===== src/rtl/mux_pkg.sv =====
// Shared defaults and mode encodings for the pipelined N-to-1 mux.
package mux_pkg;
  localparam int DEFAULT_WIDTH = 32;
  localparam int DEFAULT_N     = 4;
  localparam logic MODE_SEL    = 1'b0;
  localparam logic MODE_RR     = 1'b1;
endpackage


===== src/rtl/rr_arbiter.sv =====
// Grant selection: explicit select or round-robin search starting after ptr.
module rr_arbiter
  import mux_pkg::*;
#(
  parameter int N     = DEFAULT_N,
  parameter int SEL_W = $clog2(N)
) (
  input  logic [N-1:0]     req,
  input  logic [SEL_W-1:0] ptr,
  input  logic             mode,
  input  logic [SEL_W-1:0] sel,
  output logic             grant_valid,
  output logic [SEL_W-1:0] grant_idx
);
  always_comb begin
    grant_valid = 1'b0;
    grant_idx   = '0;
    if (mode == MODE_SEL) begin
      // A select value >= N matches no channel, so it yields no grant.
      for (int i = 0; i < N; i++) begin
        if (int'(sel) == i && req[i]) begin
          grant_valid = 1'b1;
          grant_idx   = SEL_W'(i);
        end
      end
    end else begin
      // Scan from farthest to nearest so the nearest requester after ptr wins.
      for (int k = N; k >= 1; k--) begin
        if (req[(int'(ptr) + k) % N]) begin
          grant_valid = 1'b1;
          grant_idx   = SEL_W'((int'(ptr) + k) % N);
        end
      end
    end
  end
endmodule


===== src/rtl/pipelined_mux_n_to_1.sv =====
// N-to-1 mux with a single registered output stage and ready/valid handshakes.
module pipelined_mux_n_to_1
  import mux_pkg::*;
#(
  parameter int WIDTH = DEFAULT_WIDTH,
  parameter int N     = DEFAULT_N,
  localparam int SEL_W = $clog2(N)
) (
  input  logic               clk,
  input  logic               rst_n,
  input  logic [N*WIDTH-1:0] in_data,
  input  logic [N-1:0]       in_valid,
  output logic [N-1:0]       in_ready,
  input  logic               mode,
  input  logic [SEL_W-1:0]   sel,
  output logic [WIDTH-1:0]   out_data,
  output logic [SEL_W-1:0]   out_sel,
  output logic               out_valid,
  input  logic               out_ready
);
  logic [WIDTH-1:0] data_q, data_d;
  logic [SEL_W-1:0] osel_q, osel_d;
  logic [SEL_W-1:0] rr_ptr_q, rr_ptr_d;
  logic             vld_q, vld_d;
  logic             accept, gvalid;
  logic [SEL_W-1:0] gidx;
  logic [WIDTH-1:0] gdata;

  rr_arbiter #(.N(N), .SEL_W(SEL_W)) u_arb (
    .req         (in_valid),
    .ptr         (rr_ptr_q),
    .mode        (mode),
    .sel         (sel),
    .grant_valid (gvalid),
    .grant_idx   (gidx)
  );

  assign accept = !vld_q || out_ready;

  always_comb begin
    in_ready = '0;
    gdata    = '0;
    for (int i = 0; i < N; i++) begin
      if (gidx == SEL_W'(i)) begin
        gdata = in_data[i*WIDTH +: WIDTH];
        // Suppressed while in reset so nothing is handshaken into a discarded slot.
        in_ready[i] = gvalid && accept && rst_n;
      end
    end
  end

  always_comb begin
    data_d   = data_q;
    osel_d   = osel_q;
    vld_d    = vld_q;
    rr_ptr_d = rr_ptr_q;
    if (accept) begin
      vld_d = gvalid;
      if (gvalid) begin
        data_d = gdata;
        osel_d = gidx;
        if (mode == MODE_RR) rr_ptr_d = gidx;
      end
    end
  end

  always_ff @(posedge clk) begin
    if (!rst_n) begin
      data_q   <= '0;
      osel_q   <= '0;
      vld_q    <= 1'b0;
      rr_ptr_q <= SEL_W'(N - 1);
    end else begin
      data_q   <= data_d;
      osel_q   <= osel_d;
      vld_q    <= vld_d;
      rr_ptr_q <= rr_ptr_d;
    end
  end

  assign out_data  = data_q;
  assign out_sel   = osel_q;
  assign out_valid = vld_q;
endmodule

===== config.mk =====
export PLATFORM = sky130hd
export DESIGN_NAME = pipelined_mux_n_to_1
export DESIGN_NICKNAME = d
export VERILOG_FILES = /design/src/rtl/mux_pkg.sv /design/src/rtl/rr_arbiter.sv /design/src/rtl/pipelined_mux_n_to_1.sv
export SDC_FILE = /design/constraint.sdc
export NUM_CORES = 1
export LEC_CHECK = 0
export BUFFER_PORTS_ARGS = -buffer_cell sky130_fd_sc_hd__buf_2
export CORE_ASPECT_RATIO = 1.2
export CORE_MARGIN = 2
export CORE_UTILIZATION = 30
export CTS_BUF_LIST = sky130_fd_sc_hd__clkbuf_8
export DETAILED_ROUTE_END_ITERATION = 8
export MAX_ROUTING_LAYER = met4
export PLACE_DENSITY = 0.69
export SLEW_MARGIN = 20
export SYNTH_ARGS = -nofsm -noshare
export SYNTH_HDL_FRONTEND = slang
export SYNTH_SLANG_ARGS = --single-unit
export TNS_END_PERCENT = 1

===== constraint.sdc =====
create_clock -name clk -period 1.7 [get_ports clk]
set_input_delay 0.085 -clock clk [delete_from_list [all_inputs] [get_ports clk]]
set_output_delay 0.085 -clock clk [all_outputs]
set_load 0.005 [all_outputs]

== Word level (Yosys, flattened, before mapping) ==
Index checks and enable logic that the tools add are counted.

* Bits in registers: 37
* Output and inout bits: 39
* Word-level logic and storage cells: 75

* Add/subtract/negate cells: 4
* Order comparisons: 4
* Equal/unequal tests: 6
* Mux-type cells: 37
* Bitwise logic cells: 4
* Reductions and logical operators: 16

{| class="wikitable"
|+ Operators with widths
! cell !! number
|-
| $mux 32 || 4
|-
| $mux 1 || 22
|-
| $lt 3x4->1 const B || 4
|-
| $mux 2 || 7
|-
| $bmux 1 s2 || 4
|-
| $eq 2x2->1 const B || 4
|-
| $reduce_or 2->1 || 4
|-
| $logic_and 1x1->1 || 6
|-
| $add 2x1->2 const B || 2
|-
| $add 2x2->2 const B || 2
|-
| $and 1x1->1 const A || 4
|-
| $eq 2x1->1 const B || 2
|-
| $logic_not 2->1 || 2
|-
| $reduce_and 3->1 || 1
|-
| $reduce_and 2->1 || 1
|-
| $logic_not 1->1 || 1
|-
| $logic_or 1x1->1 || 1
|}

== Longest topological paths before layout ==
* Depth after elaboration: 16
* Depth in mapped cells: 10
* Mapped depth without buffers: 6

== Modules after synthesis ==
A second synthesis with hierarchy kept.

* Cells, all modules: 160
* Area total of the unflattened synthesis: 2134.5 um^2

{| class="wikitable"
|+ By module, submodules not included
! module !! times used !! cells an instance !! area an instance (um^2) !! sequential area each (um^2)
|-
| pipelined_mux_n_to_1 || 1 || 139 || 1991.9 || 740.7
|-
| rr_arbiter || 1 || 21 || 142.6 || 0.0
|}

== Worst setup path after synthesis ==
Ideal clock, no wire load.

* Path type: reg2reg
* Start: register rr_ptr_q[0]
* End: register data_q[19] (netlist: out_data[19])
* Data arrival time: 1.522 ns
* Data required time: 1.566 ns
* Setup slack: 0.044 ns
* Stages on the path, launching flop included: 9
* Clock period less this slack: 1.656 ns
* Cells stage by stage: dfxtp_1 > nor2b_4 > a211o_1 > a21oi_2 > buf_2 > buf_4 > nor4_2 > a31oi_1 > o211ai_1

* Longest elaborated chain between the ends: 14
* Elaborated cells on any way between the ends: 35
* Those cells by class: 4 x add/sub; 3 x eq/ne; 26 x mux; 2 x reduce/logical

{| class="wikitable"
|+ RTL lines
! element !! RTL line !! text
|-
| start, declared || pipelined_mux_n_to_1.sv:23 || <nowiki>logic [SEL_W-1:0] rr_ptr_q, rr_ptr_d;</nowiki>
|-
| start signal, assigned || pipelined_mux_n_to_1.sv:72 || <nowiki>rr_ptr_q <= SEL_W'(N - 1);</nowiki>
|-
| start signal, assigned || pipelined_mux_n_to_1.sv:77 || <nowiki>rr_ptr_q <= rr_ptr_d;</nowiki>
|-
| $add 2x1->2 || rr_arbiter.sv:29, rr_arbiter.sv:31 ||
|-
| $bmux 1 s2 || rr_arbiter.sv:29 || <nowiki>if (req[(int'(ptr) + k) % N]) begin</nowiki>
|-
| $mux 1 (not written as such) (2 in series) || rr_arbiter.sv:29 ||
|-
| $mux 2 (4 in series) || rr_arbiter.sv:29 ||
|-
| $mux 2 || rr_arbiter.sv:18 || <nowiki>if (mode == MODE_SEL) begin</nowiki>
|-
| $logic_not 2->1 || pipelined_mux_n_to_1.sv:44 || <nowiki>if (gidx == SEL_W'(i)) begin</nowiki>
|-
| $mux 32 (4 in series) || pipelined_mux_n_to_1.sv:44 ||
|-
| end signal, assigned || pipelined_mux_n_to_1.sv:74 || <nowiki>data_q <= data_d;</nowiki>
|-
| end, declared || pipelined_mux_n_to_1.sv:21 || <nowiki>logic [WIDTH-1:0] data_q, data_d;</nowiki>
|}

Parallel ways exist; a longest one is shown, timed or not. The select of a mux whose other input is x is not followed.
A chain may end at the register's enable or synchronous reset.

== Worst setup path after layout ==
* Start: register rr_ptr_q[1]
* End: register data_q[28] (netlist: out_data[28])

The elaborated chain is that of the path after synthesis.

==> metrics.cfg <==
[status]
status = finished, violations left
violations = negative setup slack

[route]
wl_per_cell_um = 15.9
met2RoutedLength_um = 5240
drtIter0Drc = 200
highest_layer = met4
drc = 0
vias = 3154
detail_route.wirelength_um = 9870
wl_met1_um = 3920
vias_per_cell = 5.08
dr.pass1.iters = 4
ant_nets = 0
wl_met3_um = 559

[grt]
grt_pass1_vias = 3242
grt_pass1_wl_um = 15400
grt_overflow = 0
antenna_found_initial = 0
grt_max_degree = 31
grt_use_total_pct = 20.1

[die]
fp.dieW_um = 90.4
dieArea_um2 = 9740
die_h_um = 108
io_pins = 177
start_util_pct = 31.0
core_area_um2 = 8660
num_rows = 37

[logic_synthesis]
synth_cell_types = 42
synth_edf_count = 0
synth_ff_type = dfxtp_1
yosysWarnings = 0
ys_async_sr_fraction_pct = 0
seq_area_frac_synth_pct = 27.6
avgSynthCellArea_um2 = 8.70
ys_seq_elements = 37
synth_fp_nets = 447
syn-cell-area_um2 = 2690
netlist_instances = 309

[layout]
fin_cells = 621
postLayoutCellArea_um2 = 4210
nets = 641
antenna_cells = 0
nFillCells = 849
layout-drive-gt1-share_pct = 54.4
area_growth_pct = 56.7

[sta]
drv_slew = 0
fmax_mhz = 539
grt_setup_unrepaired = true
fin_skew_ns = 0.0137
tightest_slew_ns = 0.414
setup_ws_ns = -0.157
fin_crit_sh_pct = 109
hold_viol_final = 0
relSlewSlack_pct = 72.3
period_needed_ns = 1.86
setup_viol = 36

[clocking]
cts_buffer_depth = 2
clk_latency_ns = 0.29
cts_tree = yes
cts_root_buf = clkbuf_8
clock_sinks = 37
clkTransAtPathRegs_ns = 0.09
h-tree-depth = 2
cts_buffers = 5

[placed_design]
io_buffer_count = 176
routabilityCongestion = 0.776
dpl_cell_area_um2 = 3810
dp_cells = 603
dp.final_hpwl_um = 7050
place_ws_ns = -0.465

[job]
drv_cap = 0

[pwr]
ir_worst_vdd_uv = 331
leakagePower_uw = 0.00195
finalPower_uw = 3060
power.density_nw_per_um2 = 726

[worst_setup_path]
crit_type = reg2reg
required_ns = 1.85
cp-end-kind = register
start_kind = register
critPathArrivalTime_ns = 2.01
crit_path_max_fanout = 8

[min_path]
hp-class = in2reg

cell usage in the layout (no fill, tap or decap), types with 2 or more instances in the layout:
cell | netlist | layout
nor4_4 | 0 | 2
nor4_1 | 10 | 5
a211oi_1 | 9 | 4
nand2_1 | 64 | 64
inv_1 | 3 | 3
nor4_2 | 18 | 21
buf_6 | 4 | 2
nand2b_4 | 0 | 2
clkbuf_8 | 0 | 6
mux2i_1 | 29 | 29
a21oi_4 | 0 | 2
nand3_1 | 4 | 4
dfxtp_1 | 37 | 35
bufbuf_16 | 0 | 2
o32ai_1 | 4 | 4
o211ai_1 | 29 | 29
mux2_2 | 2 | 2
buf_2 | 12 | 176
buf_12 | 2 | 7
and2b_1 | 6 | 6
a211oi_2 | 0 | 5
buf_4 | 7 | 30
a21boi_4 | 1 | 2
nor2b_4 | 1 | 3
a31oi_1 | 29 | 29
nor2_1 | 8 | 7
kinds of logic (layout without fill, tap and decap cells):
family	Yosys count	in the layout	share of synthesized area, %
simple gates	124	125	27.4
compound gates	82	82	23.4
flops	37	37	27.6
buf+inv	34	228	9.03
mux	32	32	12.6
flip-flops by register name, summed over array words and instances, names as in the netlist:
register and flops:
out_data 32, out_valid 1, rr_ptr_q 2, out_sel 2
metal layers:
layer,track usage (%),vias up
met4,5.71,0
met1,22.5,1454
met5,-,-
met3,3.15,14
li1,-,1553
met2,37.2,133
worst paths after layout:
check                                     to  cells after the start  slack [ns]          from
worst min-delay path            out_data[11]                      3        0.04   in_data[75]
worst max register to register  out_data[28]                      8       -0.16   rr_ptr_q[1]
worst min register to register  out_data[15]                      2        0.48  out_data[15]
worst max-delay path            out_data[28]                      8       -0.16   rr_ptr_q[1]
power breakdown:
group	internal, uW	switching, uW
sequential	990	66.2
combinational	597	591
clock	478	336
total	2060	993
timing repair:
action / in CTS / in global routing
pin swaps: 8 / 5
buffers inserted: 3 / 4
gates resized for setup: 17 / 12
cloned: 3 / 0
hold buffers: 0 / 0
endpoints found under the setup margin: 37 / 36
stage by stage:
step,hold slack [ns],utilization [%],setup TNS [ns]
floorplan,0.243,-,0
global placement,0.333,44.0,-16.29
detailed placement,0.341,44.0,-8.19
CTS,0.0311,47.5,-4.46
global route,0.0428,48.6,-6.92
finish,0.0436,48.6,-3.29
synthesized netlist by cell type, types with 2 or more instances:
master,instances,area [um^2]
nor2_1,8,30.0
o211ai_1,29,218
buf_12,2,40.0
nor2b_1,3,18.8
mux2_2,2,22.5
a211oi_1,9,67.6
inv_1,3,11.3
dfxtp_1,37,741
buf_6,4,45.0
mux2i_1,29,290
and2b_1,6,45.0
nor4_1,10,62.6
nor4_2,18,225
o32ai_1,4,35.0
buf_4,7,52.6
nand2_1,64,240
nand2b_1,3,18.8
buf_2,12,60.1
a31oi_1,29,181
nand3_1,4,20.0
clkbuf_1,5,18.8
cell type report:
cell class                 count  area, um^2  area share (%)
multi-input combinational    239        1850            44.0
clock inverter                 2        37.5           0.892
tap                          117         146            3.48
inverter                       3        11.3           0.267
sequential                    37         746            17.7
timing repair buffer         217        1330            31.7
clock buffer                   6        82.6            1.96
critical path, stage by stage (launching register included):
cell and delay, ns:
dfxtp_2 0.38, o21a_1 0.18, a221oi_4 0.10, a21boi_4 0.29, buf_12 0.16, buf_4 0.12, and2b_1 0.18, a211oi_2 0.22
o32ai_1 0.10
(Power assumes the default switching activity.)
